==> config.mk <==
export PLATFORM = sky130hd
export DESIGN_NAME = servisia_uart_loader
export DESIGN_NICKNAME = d
export VERILOG_FILES = /design/src/rtl/servisia_uart_loader.sv
export SDC_FILE = /design/constraint.sdc
export NUM_CORES = 1
export LEC_CHECK = 0
export CAP_MARGIN = 40
export CELL_PAD_IN_SITES_DETAIL_PLACEMENT = 0
export CELL_PAD_IN_SITES_GLOBAL_PLACEMENT = 2
export CORE_MARGIN = 3
export CORE_UTILIZATION = 33
export DETAILED_ROUTE_END_ITERATION = 6
export GPL_TIMING_DRIVEN = 0
export HOLD_SLACK_MARGIN = 0.12
export PLACE_DENSITY_LB_ADDON = 0.1
export SLEW_MARGIN = 5
export SYNTH_ARGS = -nofsm -noshare
export SYNTH_HDL_FRONTEND = slang
export SYNTH_SLANG_ARGS = --single-unit
==> constraint.sdc <==
create_clock -name clk -period 2.4 [get_ports clk]
set_clock_uncertainty 0.2 [all_clocks]
set_input_delay 0.36 -clock clk [delete_from_list [all_inputs] [get_ports clk]]
set_output_delay 0.36 -clock clk [all_outputs]
set_load 0.02 [all_outputs]
==> src/rtl/servisia_uart_loader.sv <==
`default_nettype none
// ============================================================================
// Module      : servisia_uart_loader
// Description : UART (8N1) boot loader. It waits for the sync byte 0xA5 and a
//               16-bit little-endian length, then writes that many bytes to
//               SRAM and releases the CPU reset.
// Revision    : 1.0 - initial release
// ============================================================================
module servisia_uart_loader #(
    parameter int CLKS_PER_BIT = 16,
    parameter int AW           = 14
) (
    input  logic          clk,
    input  logic          rst_n,
    input  logic          rx_i,
    output logic [AW-1:0] sram_waddr_o,
    output logic [7:0]    sram_wdata_o,
    output logic          sram_wen_o,
    output logic          cpu_rst_no,
    output logic          busy_o,
    output logic          frame_err_o
);

    localparam int              c_TW        = (CLKS_PER_BIT > 2) ? $clog2(CLKS_PER_BIT) : 1;
    localparam logic [c_TW-1:0] c_HALF_LAST = c_TW'(CLKS_PER_BIT / 2 - 1);
    localparam logic [c_TW-1:0] c_BIT_LAST  = c_TW'(CLKS_PER_BIT - 1);
    localparam logic [7:0]      c_SYNC_BYTE = 8'hA5;

    typedef enum logic [1:0] {
        RX_IDLE  = 2'd0,
        RX_START = 2'd1,
        RX_DATA  = 2'd2,
        RX_STOP  = 2'd3
    } rx_state_t;

    typedef enum logic [2:0] {
        SYNC   = 3'd0,
        LEN_LO = 3'd1,
        LEN_HI = 3'd2,
        DATA   = 3'd3,
        DONE   = 3'd4
    } p_state_t;

    // ------------------------------------------------------------------------
    // Receive line synchronizer and falling-edge detector
    // ------------------------------------------------------------------------
    logic r_rx_meta;
    logic r_rx_sync;
    logic r_rx_prev;
    logic w_fall;

    // rst_n is active-high despite its name; every flop resets asynchronously.
    always_ff @(posedge clk or posedge rst_n) begin
        if (rst_n) begin
            r_rx_meta <= 1'b1;
            r_rx_sync <= 1'b1;
            r_rx_prev <= 1'b1;
        end else begin
            r_rx_meta <= rx_i;
            r_rx_sync <= r_rx_meta;
            r_rx_prev <= r_rx_sync;
        end
    end

    assign w_fall = r_rx_prev & ~r_rx_sync;

    // ------------------------------------------------------------------------
    // 8N1 receiver
    // ------------------------------------------------------------------------
    rx_state_t       r_rx_state;
    rx_state_t       w_rx_next;
    logic [c_TW-1:0] r_rx_timer;
    logic [2:0]      r_bit_cnt;
    logic [7:0]      r_rx_shift;
    logic            w_half_tick;
    logic            w_bit_tick;
    logic            w_byte_valid;
    logic            w_stop_err;

    assign w_half_tick = (r_rx_timer == c_HALF_LAST);
    assign w_bit_tick  = (r_rx_timer == c_BIT_LAST);

    always_comb begin
        w_rx_next    = r_rx_state;
        w_byte_valid = 1'b0;
        w_stop_err   = 1'b0;
        case (r_rx_state)
            RX_IDLE: begin
                if (w_fall) begin
                    w_rx_next = RX_START;
                end
            end
            RX_START: begin
                // A start bit that is high again at mid-bit was only a glitch.
                if (w_half_tick) begin
                    w_rx_next = r_rx_sync ? RX_IDLE : RX_DATA;
                end
            end
            RX_DATA: begin
                if (w_bit_tick && (r_bit_cnt == 3'd7)) begin
                    w_rx_next = RX_STOP;
                end
            end
            RX_STOP: begin
                if (w_bit_tick) begin
                    w_rx_next    = RX_IDLE;
                    w_byte_valid = r_rx_sync;
                    w_stop_err   = ~r_rx_sync;
                end
            end
            default: begin
                w_rx_next = RX_IDLE;
            end
        endcase
    end

    always_ff @(posedge clk or posedge rst_n) begin
        if (rst_n) begin
            r_rx_state <= RX_IDLE;
            r_rx_timer <= '0;
            r_bit_cnt  <= 3'd0;
            r_rx_shift <= 8'd0;
        end else begin
            r_rx_state <= w_rx_next;
            if ((r_rx_state == RX_IDLE) || ((r_rx_state == RX_START) && w_half_tick) || w_bit_tick) begin
                r_rx_timer <= '0;
            end else begin
                r_rx_timer <= r_rx_timer + c_TW'(1);
            end
            if (r_rx_state == RX_START) begin
                r_bit_cnt <= 3'd0;
            end else if ((r_rx_state == RX_DATA) && w_bit_tick) begin
                r_bit_cnt  <= r_bit_cnt + 3'd1;
                r_rx_shift <= {r_rx_sync, r_rx_shift[7:1]};
            end
        end
    end

    // ------------------------------------------------------------------------
    // Loader protocol
    // ------------------------------------------------------------------------
    p_state_t        r_p_state;
    p_state_t        w_p_next;
    logic [15:0]     r_len;
    logic [AW-1:0]   r_addr;
    logic            r_wen;
    logic [AW-1:0]   r_waddr;
    logic [7:0]      r_wdata;
    logic            r_frame_err;
    logic            w_len_lo_ld;
    logic            w_len_hi_ld;
    logic            w_wr;

    always_comb begin
        w_p_next    = r_p_state;
        w_len_lo_ld = 1'b0;
        w_len_hi_ld = 1'b0;
        w_wr        = 1'b0;
        if ((r_p_state != DONE) && w_stop_err) begin
            w_p_next = SYNC;
        end else begin
            case (r_p_state)
                SYNC: begin
                    if (w_byte_valid && (r_rx_shift == c_SYNC_BYTE)) begin
                        w_p_next = LEN_LO;
                    end
                end
                LEN_LO: begin
                    if (w_byte_valid) begin
                        w_len_lo_ld = 1'b1;
                        w_p_next    = LEN_HI;
                    end
                end
                LEN_HI: begin
                    if (w_byte_valid) begin
                        w_len_hi_ld = 1'b1;
                        w_p_next    = ({r_rx_shift, r_len[7:0]} == 16'd0) ? DONE : DATA;
                    end
                end
                DATA: begin
                    // The count only reaches zero right after a write, so DONE
                    // follows the final write strobe by one cycle.
                    if (r_len == 16'd0) begin
                        w_p_next = DONE;
                    end else if (w_byte_valid) begin
                        w_wr = 1'b1;
                    end
                end
                DONE: begin
                    w_p_next = DONE;
                end
                default: begin
                    w_p_next = SYNC;
                end
            endcase
        end
    end

    always_ff @(posedge clk or posedge rst_n) begin
        if (rst_n) begin
            r_p_state   <= SYNC;
            r_len       <= 16'd0;
            r_addr      <= '0;
            r_wen       <= 1'b0;
            r_waddr     <= '0;
            r_wdata     <= 8'd0;
            r_frame_err <= 1'b0;
        end else begin
            r_p_state   <= w_p_next;
            r_wen       <= w_wr;
            r_frame_err <= w_stop_err && (r_p_state != DONE);
            if (w_len_lo_ld) begin
                r_len[7:0] <= r_rx_shift;
            end
            if (w_len_hi_ld) begin
                r_len[15:8] <= r_rx_shift;
                r_addr      <= '0;
            end
            if (w_wr) begin
                r_waddr <= r_addr;
                r_wdata <= r_rx_shift;
                r_addr  <= r_addr + AW'(1);
                r_len   <= r_len - 16'd1;
            end
        end
    end

    assign sram_waddr_o = r_waddr;
    assign sram_wdata_o = r_wdata;
    assign sram_wen_o   = r_wen;
    assign frame_err_o  = r_frame_err;
    assign cpu_rst_no   = (r_p_state == DONE);
    assign busy_o       = (r_p_state == LEN_LO) || (r_p_state == LEN_HI) || (r_p_state == DATA);

endmodule
`default_nettype wire

* After elaboration in Yosys (flattened, before gate mapping)
Index checks and enable logic that the tools add are counted.
** Word-level totals
- Memories :: 0
- Input port bits :: 3
- Output and inout port bits :: 26
- Bits in latches :: 0
- Bits in registers :: 77
- ROM bits :: 0
- Logic and storage cells :: 94
- Bits in writable memories :: 0
** Cells by class
- Bitwise operators :: 3
- $lt $le $gt $ge :: 0
- Shift operators :: 0
- Mux-type cells :: 33
- Equal/unequal tests :: 20
- Div/mod/pow operators :: 0
- $add $sub $neg :: 4
- Reductions and logical operators :: 19
- Multipliers :: 0
** Operators with widths (number)
- $logic_not 16->1 :: 2
- $mux 14 :: 2
- $mux 3 :: 8
- $mux 16 :: 1
- $mux 8 :: 2
- $sub 16x1->16 const B :: 1
- $ne 3x3->1 const B :: 5
- $pmux 3 s5 :: 1
- $add 14x1->14 const B :: 1
- $mux 1 :: 12
- $mux 2 :: 5
- $eq 8x8->1 const B :: 1
- $ne 2x2->1 const B :: 4
- $pmux 2 s4 :: 1
- $reduce_and 4->1 :: 2
- $eq 3x2->1 const B :: 2
- $eq 3x3->1 const B :: 2
- $reduce_bool 2->1 :: 3
- $logic_and 1x1->1 :: 5
- $add 4x1->4 const B :: 1
- $eq 2x2->1 const B :: 2
- $eq 4x3->1 const B :: 1
- $eq 4x4->1 const B :: 1
- $logic_or 1x1->1 :: 4
- 9 further kinds :: 10

* Longest topological paths before layout
Gate-level depths: netlist (run 1).
- Depth after elaboration :: 8
- Depth in mapped cells :: 10
- Depth with buffers taken out :: 8

* Least setup slack after synthesis (run 1)
Ideal clock, no wire load.
- Kind :: register -> register
- Start point :: register r_len[0]
- End point :: register r_p_state[2]
- Slack :: -0.084 ns
- Cell stages (with the launch flop) :: 9
- Path buffers :: 1
- Data arrival time :: 2.209 ns
- Library setup time :: 0.074 ns
- Path through :: dfrtp_1 inv_1 ha_1 or3b_1 clkbuf_1 or4_4 a2111oi_4 a21oi_1 nor2_1
** On the way
- Cells in the longest elaborated chain, start to end :: 5
- Elaborated cells between the ends (all ways) :: 8
- Classes of those cells :: 1 x eq/ne; 4 x mux; 3 x reduce/logical
** Ends and longest elaborated chain
- start, declared :: line 144 : logic [15:0] r_len;
- start signal, assigned :: line 213 : r_len[7:0] <= r_rx_shift;
- start signal, assigned :: line 223 : r_len <= r_len - 16'd1;
- $logic_not 16->1 :: line 177 : w_p_next = ({r_rx_shift, r_len[7:0]} == 16'd0) ? DONE : DATA;
- $mux 3 :: line 177
- $mux 3 :: line 175 : if (w_byte_valid) begin
- $pmux 3 s5 :: line 162 : case (r_p_state)
- $mux 3 :: line 159 : if ((r_p_state != DONE) && w_stop_err) begin
- end signal, assigned :: line 209 : r_p_state <= w_p_next;
- end, declared :: line 142 : p_state_t r_p_state;
Several ways; a longest one is shown, not always the timed one. The select of a mux whose other input is x is not followed.
A chain may end at the register's enable or synchronous reset.

* Worst setup path in the final report (run 1)
Ends and elaborated chain as after synthesis.

==> qor.json, run 1 <==
{
  "run_status": {"value": "finished, final reports clean"},
  "core_area": {"value": 11000, "unit": "um2"},
  "initialDrtViolationCount": {"value": 182},
  "antenna_cells_inserted": {"value": 0},
  "final_cell_count_no_fill": {"value": 600},
  "cp-start-kind": {"value": "flip-flop"},
  "die_h": {"value": 113, "unit": "um"},
  "worstSetupEndpointType": {"value": "flip-flop"},
  "p_total": {"value": 3.01, "unit": "mW"},
  "regToRegStartpoint": {"value": "r_len[0]"},
  "worst_hold_path_type": {"value": "reg -> reg"},
  "area_growth_syn_to_fin": {"value": 26.0, "unit": "%"},
  "post_cts_hold_buffer_count": {"value": 0},
  "fin_crit_sh": {"value": 98.7, "unit": "%"},
  "vias": {"value": 3159},
  "finalCriticalPeriod": {"value": 2.37, "unit": "ns"},
  "timing_hold_violations_final": {"value": 0},
  "tritoncts": {"value": "done"},
  "clock_tree.htree_level_count": {"value": 3},
  "wl_per_cell": {"value": 16.9, "unit": "um"},
  "asyncSetResetFlopFracSynth": {"value": 100, "unit": "%"},
  "ys_ff_latch": {"value": 77},
  "hold_path.startpoint": {"value": "r_rx_meta"},
  "syn_avg_cell_area": {"value": 9.37, "unit": "um2"},
  "power-per-cell-area": {"value": 632, "unit": "nW/um2"},
  "ys_warns": {"value": 0},
  "estimated_wirelength_of_the_detail_placed_design": {"value": 6.63, "unit": "mm"},
  "synth.top_cell.area_share": {"value": 48.9, "unit": "%"},
  "synth_top_cells_by_area": {"value": "dfrtp_1 49%, nand2_1 10%, nand3_1 3.0%"},
  "p_leak": {"value": 2.23, "unit": "nW"},
  "place.detailed.instances": {"value": 574},
  "overflow": {"value": 0},
  "place.gp.congestion": {"value": 0.845},
  "crit_type": {"value": "reg -> reg"},
  "wl_final": {"value": 10.1, "unit": "mm"},
  "power.ir.vdd_worst": {"value": 0.470, "unit": "mV"},
  "mappedNetlistNets": {"value": 412},
  "reg2reg_to": {"value": "r_p_state[2]"},
  "post_synth_most_frequent_cells": {"value": "102 x nand2_1, 74 x dfrtp_1, 23 x nand3_1"},
  "clock_slew_at_reported_path_ffs": {"value": 0.06, "unit": "ns"},
  "grt_pass1_wl": {"value": 16.6, "unit": "mm"},
  "clock-root-buffer": {"value": "clkbuf_16"},
  "worst-endpoint-required": {"value": 2.47, "unit": "ns"},
  "die_x": {"value": 113, "unit": "um"},
  "initial_antenna_violation_count": {"value": 0},
  "grt_setup_unrepaired": {"value": "true"},
  "cap_viol_max_count": {"value": 0},
  "worst-r2r-setup-slack": {"value": 0.03, "unit": "ns"},
  "design.portCount": {"value": 29},
  "drt_pass1_iterations": {"value": 4},
  "r2r_cells": {"value": 8},
  "post_route_cells_drive_above_1_share": {"value": 18.0, "unit": "%"},
  "synth_edf_count": {"value": 0},
  "fillers": {"value": 1131},
  "synthFlopType": {"value": "dfrtp_1"},
  "synth.largest_area_cell": {"value": "dfrtp_1"},
  "finalNetCount": {"value": 463},
  "min_delay_path_depth": {"value": 0},
  "sequential_fraction_of_the_synthesis_area": {"value": 51.0, "unit": "%"},
  "worst_rel_slew_slack": {"value": 64.6, "unit": "%"},
  "crit_path_dat": {"value": 2.44, "unit": "ns"},
  "cts_sinks": {"value": 77},
  "maximum_number_of_pins_on_one_net_before_global_route_repair": {"value": 33},
  "tightestPinTransition": {"value": 0.530, "unit": "ns"},
  "worst_skew_pair.late_latency": {"value": 0.33, "unit": "ns"},
  "grt_pass1_vias": {"value": 3090},
  "critical_path.max_fanout": {"value": 7},
  "final_count_of_pins_violating_max_slew": {"value": 0},
  "die_area": {"value": 12800, "unit": "um2"},
  "cts-buffers-inserted": {"value": 9},
  "route.detailed.vias_per_inst": {"value": 5.27},
  "drc": {"value": 0},
  "ctsLongestPathBuffers": {"value": 2},
  "ant_nets": {"value": 0},
  "ys_types": {"value": 63},
  "worst_hold_path.endpoint": {"value": "r_rx_sync"},
  "synthesis.area": {"value": 3780, "unit": "um2"},
  "groute.usage.overall": {"value": 16.6, "unit": "%"},
  "achievable-frequency": {"value": 422, "unit": "MHz"},
  "synthCells": {"value": 404},
  "yosysMostFrequentCell": {"value": "nand2_1"},
  "floorplan.initialDensity": {"value": 34.3, "unit": "%"},
  "final-setup-viol-count": {"value": 0},
  "io_buffers": {"value": 28},
  "placement_rows": {"value": 38}
}
flip-flops by register name (all words and copies together), names as in the netlist, named ones only:
register and cells:
frame_err_o 1, r_addr 14, r_bit_cnt 3, r_len 16, r_p_state 3, r_rx_meta 1, r_rx_prev 1, r_rx_shift 8
r_rx_state 1, r_rx_sync 1, r_rx_timer 4, sram_waddr_o 14, sram_wdata_o 8, sram_wen_o 1
per-stage QoR:
| step | setup TNS (ns) | area (um2) | utilization (%) | hold slack [ns] | setup WS (ns) |
|---|---|---|---|---|---|
| 2_1_floorplan | 0 | 3800 | - | 0.145 | 0.0425 |
| 3_3_place_gp | -36.21 | 4260 | 38.6 | 0.146 | -1.01 |
| 3_5_place_dp | -27.80 | 4300 | 38.9 | 0.147 | -0.937 |
| 4_1_cts | 0 | 4670 | 42.4 | 0.156 | 0.0133 |
| 5_1_grt | -0.0704 | 4770 | 43.2 | 0.159 | -0.0621 |
| 6_report | 0 | 4770 | 43.2 | 0.155 | 0.0308 |
where the power goes:
| part | switching (mW) | internal, mW |
|---|---|---|
| Clock | 0.518 | 0.727 |
| Sequential | 0.0635 | 1.36 |
| Combinational | 0.199 | 0.147 |
critical path, cell delays in order (launching register included):
cell	delay [ns]
dfrtp_1	0.39
inv_2	0.09
ha_4	0.15
or3b_1	0.36
clkbuf_8	0.17
or4_4	0.46
a2111oi_4	0.31
a21oi_1	0.10
nor2_1	0.09
routing by layer:
layer / share of wire (%) / wire length [um] / GRT usage (%) / up-vias
met1: 50 / 5070 / 24.2 / 1561
met4: 1.2 / 125 / 7.13 / 0
li1: - / - / - / 1539
met5: 0 / 0 / 0 / -
met3: 3.5 / 351 / 2.41 / 10
met2: 45 / 4570 / 24.5 / 49
cells by family after synthesis:
kind of cell / count (synthesis) / synth area share [%]
AND/OR/NAND/NOR: 195 / 24.7
multiplexers: 13 / 3.67
XOR/XNOR: 2 / 0.463
buffers and inverters: 39 / 4.70
flip-flops: 77 / 51.0
AO/OA/AOI/OAI: 73 / 13.8
adder cells (fa/ha/maj): 5 / 1.65
worst max-delay path by stage:
stage | startpoint | end | slack (ns) | cells after the start
floorplan | r_rx_shift[7] | r_p_state[2] | 0.04 | 5
global placement | r_p_state[0] | sram_waddr_o[13] | -1.01 | 9
detailed placement | r_rx_timer[0] | sram_waddr_o[13] | -0.94 | 9
CTS | r_len[4] | r_p_state[2] | 0.01 | 5
global route | r_len[0] | r_p_state[2] | -0.06 | 8
finish | r_len[0] | r_p_state[2] | 0.03 | 8
what timing repair did:
| item | 4_1_cts | 5_1_grt |
|---|---|---|
| setup endpoints to repair | 55 | 48 |
| pin swaps | 4 | 4 |
| buffers inserted | 6 | 5 |
| resized for setup | 20 | 16 |
placed cells by master (no fill, tap or decap), types with 4 or more instances in the layout:
cell / instances
and3_1: 6
dfrtp_2: 5
or4_4: 4
o22a_1: 4
clkdlybuf4s50_1: 27
clkbuf_16: 9
nor2_1: 19
dfrtp_1: 69
o311ai_0: 5
inv_1: 16
nand2_1: 101
o22ai_1: 6
mux2_2: 7
o21ai_0: 16
nand3_1: 23
o211ai_1: 5
o31ai_1: 4
mux2i_1: 6
a21oi_1: 12
buf_4: 12
clkbuf_1: 10
nand4_1: 6
area by class of cell:
type,instances,area [um2],area share (%)
buffer,18,126,2.65
clock buffer,14,254,5.33
clock inverter,2,10.0,0.210
inverter,20,80.1,1.68
multi-input combinational,288,1770,37.1
sequential,77,1940,40.6
tap,140,175,3.67
timing repair buffer,41,418,8.77
No activity file was read; power rests on OpenSTA's default activity.
==> run 2, diff against run 1 <==
--- a/config.mk
+++ b/config.mk
@@ -14,7 +14,8 @@
 export GPL_TIMING_DRIVEN = 0
 export HOLD_SLACK_MARGIN = 0.12
 export PLACE_DENSITY_LB_ADDON = 0.1
-export SLEW_MARGIN = 5
+export SKIP_LAST_GASP = 1
+export SLEW_MARGIN = 20
 export SYNTH_ARGS = -nofsm -noshare
 export SYNTH_HDL_FRONTEND = slang
 export SYNTH_SLANG_ARGS = --single-unit
==> qor.json, run 2 (synthesized netlist as in run 1, its figures left out) <==
{
  "crit_path_dat": {"value": 2.45, "unit": "ns"},
  "fin_crit_sh": {"value": 99.3, "unit": "%"},
  "floorplan.initialDensity": {"value": 34.3, "unit": "%"},
  "ant_nets": {"value": 0},
  "antenna_cells_inserted": {"value": 0},
  "vias": {"value": 3168},
  "estimated_wirelength_of_the_detail_placed_design": {"value": 6.65, "unit": "mm"},
  "fillers": {"value": 1124},
  "cts-buffers-inserted": {"value": 9},
  "clock_tree.htree_level_count": {"value": 3},
  "die_x": {"value": 113, "unit": "um"},
  "grt_pass1_wl": {"value": 16.9, "unit": "mm"},
  "fin_ws": {"value": 0.0176, "unit": "ns"},
  "grt_setup_unrepaired": {"value": "true"},
  "layout.cells.most_common": {"value": "nand2_1"},
  "power-per-cell-area": {"value": 629, "unit": "nW/um2"},
  "regToRegStartpoint": {"value": "r_len[1]"},
  "drc": {"value": 0},
  "clock_group_share_of_total_power": {"value": 41.3, "unit": "%"},
  "area_growth_syn_to_fin": {"value": 26.3, "unit": "%"},
  "finish.utilization": {"value": 43.3, "unit": "%"},
  "power_report.internal_total": {"value": 2.23, "unit": "mW"},
  "drt_pass1_iterations": {"value": 4},
  "tightestPinTransition": {"value": 0.554, "unit": "ns"},
  "initial_antenna_violation_count": {"value": 0},
  "finalNetCount": {"value": 464},
  "place.detailed.instances": {"value": 574},
  "overflow": {"value": 0},
  "ctsLongestPathBuffers": {"value": 2},
  "worstSetupEndpointType": {"value": "flip-flop"},
  "dp_worst_setup_slack": {"value": -0.909, "unit": "ns"},
  "critical_path.max_fanout": {"value": 7},
  "run_status": {"value": "finished, final reports clean"},
  "placement_rows": {"value": 38},
  "clock-root-buffer": {"value": "clkbuf_16"},
  "registers.top_by_ff_count": {"value": "r_len"},
  "grt_pass1_vias": {"value": 3160},
  "design.portCount": {"value": 29},
  "layout.cells.most_common_list": {"value": "101 x nand2_1, 69 x dfrtp_1, 27 x clkdlybuf4s50_1, 23 x nand3_1, 19 x nor2_1"},
  "initialDrtViolationCount": {"value": 138},
  "sw_frac_of_total": {"value": 25.7, "unit": "%"},
  "wl_final": {"value": 9.89, "unit": "mm"},
  "finalCriticalPeriod": {"value": 2.38, "unit": "ns"},
  "die_area": {"value": 12800, "unit": "um2"},
  "timing_hold_violations_final": {"value": 0},
  "power.ir.vdd_worst": {"value": 0.439, "unit": "mV"},
  "flip_flop_count_of_the_largest_register_after_layout": {"value": 16},
  "groute.usage.overall": {"value": 16.9, "unit": "%"},
  "final_cell_count_no_fill": {"value": 601},
  "io_buffers": {"value": 28},
  "power.combinational.fraction": {"value": 11.4, "unit": "%"},
  "final-setup-viol-count": {"value": 0},
  "hold_path.startpoint": {"value": "r_rx_meta"},
  "worst_skew_pair.late_latency": {"value": 0.34, "unit": "ns"},
  "worst_hold_path_type": {"value": "reg -> reg"},
  "post_route_cells_drive_above_1_share": {"value": 18.9, "unit": "%"},
  "maximum_number_of_pins_on_one_net_before_global_route_repair": {"value": 32},
  "p_leak": {"value": 2.23, "unit": "nW"},
  "cts_sinks": {"value": 77},
  "route.detailed.vias_per_inst": {"value": 5.27},
  "place.gp.congestion": {"value": 0.845},
  "die_h": {"value": 113, "unit": "um"},
  "cap_viol_max_count": {"value": 0},
  "wl_per_cell": {"value": 16.5, "unit": "um"},
  "worst-endpoint-required": {"value": 2.47, "unit": "ns"},
  "final_count_of_pins_violating_max_slew": {"value": 0},
  "timing.hold.ws": {"value": 0.155, "unit": "ns"},
  "worst_rel_slew_slack": {"value": 63.0, "unit": "%"},
  "cp-startpoint": {"value": "r_len[1]"},
  "cp-start-kind": {"value": "flip-flop"},
  "switching_power": {"value": 0.774, "unit": "mW"},
  "p_seq_share": {"value": 47.3, "unit": "%"},
  "core_area": {"value": 11000, "unit": "um2"},
  "crit_type": {"value": "reg -> reg"},
  "clock_slew_at_reported_path_ffs": {"value": 0.06, "unit": "ns"},
  "tritoncts": {"value": "done"},
  "achievable-frequency": {"value": 420, "unit": "MHz"}
}
## run 2: cell count changes in the layout (fill, tap and decap cells not counted), sizes merged
cell    change
buf         +4
clkbuf      -3
## run 2: layer usage
| layer | wire (um) | vias to the layer above | global-route usage [%] |
|---|---|---|---|
| li1 | - | 1547 | - |
| met1 | 5000 | 1542 | 23.6 |
| met2 | 4310 | 60 | 25.4 |
| met3 | 345 | 19 | 3.21 |
| met4 | 235 | 0 | 7.93 |
| met5 | 0 | - | 0 |
## run 2: power groups by stage
stage          Clock (mW)  Combinational (mW)  Sequential [mW]
4_1_cts              1.29               0.334             1.40
3_3_place_gp            0               0.315             1.42
6_report             1.24               0.342             1.42
3_5_place_dp            0               0.323             1.42
5_1_grt              1.35               0.402             1.43
2_1_floorplan           0               0.247             1.41
## run 2: final cells by class
class,count,area (um2),share of cell area [%]
Inverter,20,80.1,1.68
Tap cell,140,175,3.67
Clock buffer,14,254,5.32
Multi-Input combinational cell,288,1780,37.3
Timing Repair Buffer,43,420,8.80
Sequential cell,77,1940,40.5
Clock inverter,2,10.0,0.209
Buffer,17,121,2.54
## run 2: worst max-delay path, stage by stage, from the launching register on
cell and delay (ns):
dfrtp_1 0.39, inv_2 0.09, ha_4 0.14, or3b_1 0.36
clkbuf_8 0.17, or4_4 0.45, a2111oi_4 0.31, a21oi_1 0.10
nor2_1 0.09
## run 2: worst paths after layout
path / end / slack [ns] / cells after the start
max: r_p_state[2] / 0.02 / 8
min: r_rx_sync / 0.15 / 0
max reg2reg: r_p_state[2] / 0.02 / 8
min reg2reg: r_rx_sync / 0.15 / 0
max in group asynchronous: r_rx_shift[2] / 1.24 / 3
min in group asynchronous: sram_wdata_o[4] / 0.23 / 2
## run 2: metrics by stage
stage               setup TNS [ns]  total power, mW  instance area [um2]
CTS                              0             3.02                 4720
detailed placement          -26.71             1.74                 4300
floorplan                        0             1.66                 3800
global route                -0.240             3.18                 4780
global placement            -36.21             1.74                 4260
finish                           0             3.01                 4780
## run 2: repair_timing
action	in CTS	in global routing
gates resized for setup	22	19
pin swaps	6	4
endpoints found under the setup margin	55	47
buffers inserted	12	1
hold buffers	0	0
==> run 3, diff against run 2 <==
--- a/config.mk
+++ b/config.mk
@@ -9,11 +9,11 @@
 export CELL_PAD_IN_SITES_DETAIL_PLACEMENT = 0
 export CELL_PAD_IN_SITES_GLOBAL_PLACEMENT = 2
 export CORE_MARGIN = 3
-export CORE_UTILIZATION = 33
+export CORE_UTILIZATION = 37
 export DETAILED_ROUTE_END_ITERATION = 6
 export GPL_TIMING_DRIVEN = 0
 export HOLD_SLACK_MARGIN = 0.12
-export PLACE_DENSITY_LB_ADDON = 0.1
+export PLACE_DENSITY = 0.79
 export SKIP_LAST_GASP = 1
 export SLEW_MARGIN = 20
 export SYNTH_ARGS = -nofsm -noshare
==> constraint.sdc (replaced) <==
create_clock -name clk -period 2.7 [get_ports clk]
set_clock_uncertainty 0.2 [all_clocks]
set_input_delay 0.405 -clock clk [delete_from_list [all_inputs] [get_ports clk]]
set_output_delay 0.405 -clock clk [all_outputs]
set_load 0.02 [all_outputs]
==> qor.json, run 3 (synthesized netlist as in run 1, its figures left out) <==
{
  "die_x": {"value": 107, "unit": "um"},
  "ant_nets": {"value": 0},
  "design_area": {"value": 4500, "unit": "um2"},
  "power-per-cell-area": {"value": 529, "unit": "nW/um2"},
  "gr-max-usage-layer": {"value": "met2"},
  "design.portCount": {"value": 29},
  "timing.hold.ws": {"value": 0.157, "unit": "ns"},
  "io_buffers": {"value": 28},
  "worst_rel_slew_slack": {"value": 60.1, "unit": "%"},
  "clock_slew_at_reported_path_ffs": {"value": 0.08, "unit": "ns"},
  "run_status": {"value": "finished, final reports clean"},
  "met2_layer_usage_reported_by_global_route": {"value": 27.6, "unit": "%"},
  "area_growth_syn_to_fin": {"value": 18.9, "unit": "%"},
  "final-setup-viol-count": {"value": 0},
  "tightestPinTransition": {"value": 0.593, "unit": "ns"},
  "cts-buffers-inserted": {"value": 9},
  "core_area": {"value": 9860, "unit": "um2"},
  "grt_setup_unrepaired": {"value": "false"},
  "achievable-frequency": {"value": 390, "unit": "MHz"},
  "estimated_wirelength_of_the_detail_placed_design": {"value": 6.30, "unit": "mm"},
  "finalNetCount": {"value": 453},
  "critical_path.max_fanout": {"value": 7},
  "crit_type": {"value": "reg -> reg"},
  "clock-root-buffer": {"value": "clkbuf_8"},
  "antenna_cells_inserted": {"value": 0},
  "initial_antenna_violation_count": {"value": 0},
  "floorplan.initialDensity": {"value": 38.4, "unit": "%"},
  "worst_skew_pair.late_latency": {"value": 0.35, "unit": "ns"},
  "tritoncts": {"value": "done"},
  "route.detailed.vias_per_inst": {"value": 5.28},
  "ctsLongestPathBuffers": {"value": 2},
  "layout.cells.most_common_list": {"value": "101 x nand2_1, 74 x dfrtp_1, 28 x clkdlybuf4s50_1, 23 x nand3_1, 20 x nor2_1"},
  "die_h": {"value": 107, "unit": "um"},
  "overflow": {"value": 0},
  "fin_setup_tns": {"value": 0, "unit": "ns"},
  "registers.top_by_ff_count": {"value": "r_len"},
  "fin_crit_sh": {"value": 95.0, "unit": "%"},
  "cts_sinks": {"value": 77},
  "placed_standard_cell_area": {"value": 4260, "unit": "um2"},
  "p_leak": {"value": 2.09, "unit": "nW"},
  "flip_flop_count_of_the_largest_register_after_layout": {"value": 16},
  "maximum_number_of_pins_on_one_net_before_global_route_repair": {"value": 53},
  "final_count_of_pins_violating_max_slew": {"value": 0},
  "grt_pass1_vias": {"value": 3201},
  "fillers": {"value": 940},
  "cp-start-kind": {"value": "flip-flop"},
  "layout.cells.most_common": {"value": "nand2_1"},
  "vias": {"value": 3078},
  "placement_rows": {"value": 36},
  "met1_usage": {"value": 25.2, "unit": "%"},
  "p_total": {"value": 2.38, "unit": "mW"},
  "place.gp.congestion": {"value": 0.784},
  "cap_viol_max_count": {"value": 0},
  "cp_slowest_stage_delay": {"value": 0.57, "unit": "ns"},
  "initialDrtViolationCount": {"value": 181},
  "clock_tree.htree_level_count": {"value": 3},
  "cpMaxStageDelayCell": {"value": "or4_4"},
  "timing_hold_violations_final": {"value": 0},
  "wl_final": {"value": 9.24, "unit": "mm"},
  "wl_per_cell": {"value": 15.8, "unit": "um"},
  "crit_path_dat": {"value": 2.65, "unit": "ns"},
  "drc": {"value": 0},
  "worst_hold_path_type": {"value": "reg -> reg"},
  "die_area": {"value": 11500, "unit": "um2"},
  "post_cts_hold_buffer_count": {"value": 0},
  "worst-endpoint-required": {"value": 2.78, "unit": "ns"},
  "power.ir.vdd_worst": {"value": 0.347, "unit": "mV"},
  "grt_pass1_wl": {"value": 16.3, "unit": "mm"},
  "post_route_cells_drive_above_1_share": {"value": 13.6, "unit": "%"},
  "worstSetupEndpointType": {"value": "flip-flop"},
  "finalCriticalPeriod": {"value": 2.57, "unit": "ns"},
  "drt_pass1_iterations": {"value": 4},
  "global_routing_met3_resource_utilization": {"value": 3.19, "unit": "%"},
  "cp_cell_sequence": {"value": "inv_1 -> ha_1 -> or3b_4 -> or4_4 -> a2111oi_4 -> a21oi_1 -> nor2_1"},
  "groute.usage.overall": {"value": 17.9, "unit": "%"}
}
==> run 3: metal layers <==
metal  vias up  wire length, um
li1       1526                -
met1      1491             4680
met2        46             4100
met3        15              295
met4         0              165
met5         -                0
==> run 3: worst paths after layout <==
kind                           start            to  slack, ns  cells after the start
hold reg to reg            r_rx_meta     r_rx_sync       0.16                      0
min in group asynchronous      rst_n     r_addr[9]       0.18                      2
setup / recovery            r_len[0]  r_p_state[2]       0.13                      7
hold / removal             r_rx_meta     r_rx_sync       0.16                      0
setup reg to reg            r_len[0]  r_p_state[2]       0.13                      7
max in group asynchronous      rst_n     r_rx_prev       1.49                      3
==> run 3: through the flow <==
stage               utilization (%)  instances  setup WS [ns]
global route                   45.6        583         0.0230
floorplan                         -        404          0.133
detailed placement             43.2        566         -0.593
finish                         45.6        583          0.135
global placement               42.9        565          -1.33
CTS                            45.3        583        0.00535
==> run 3: critical path: cells and delay by family, from the launching register on <==
kind                     cells  cell delay [ns]
AND/OR/NAND/NOR              3             1.15
AO/OA/AOI/OAI                2             0.45
flip-flops                   1             0.41
adder cells (fa/ha/maj)      1             0.21
buffers and inverters        1             0.09
==> run 3: where the power goes <==
group          internal [mW]  switching, mW
logic                  0.108          0.174
registers               1.20         0.0393
clock network          0.422          0.435
total                   1.73          0.648
==> run 3: final cells by class <==
| class | count | area (um2) | share of cell area (%) |
|---|---|---|---|
| clock buffer | 9 | 124 | 2.75 |
| multi-input combinational | 288 | 1710 | 37.9 |
| tap | 133 | 166 | 3.70 |
| clock inverter | 7 | 66.3 | 1.47 |
| buffer | 18 | 103 | 2.28 |
| inverter | 20 | 81.3 | 1.81 |
| sequential | 77 | 1930 | 42.9 |
| timing repair buffer | 31 | 323 | 7.17 |
==> run 3: what timing repair did <==
action | 4_1_cts | 5_1_grt
buffers inserted | 1 | 1
endpoints found under the setup margin | 45 | 32
pin swaps | 1 | 1
gates resized for setup | 4 | 6
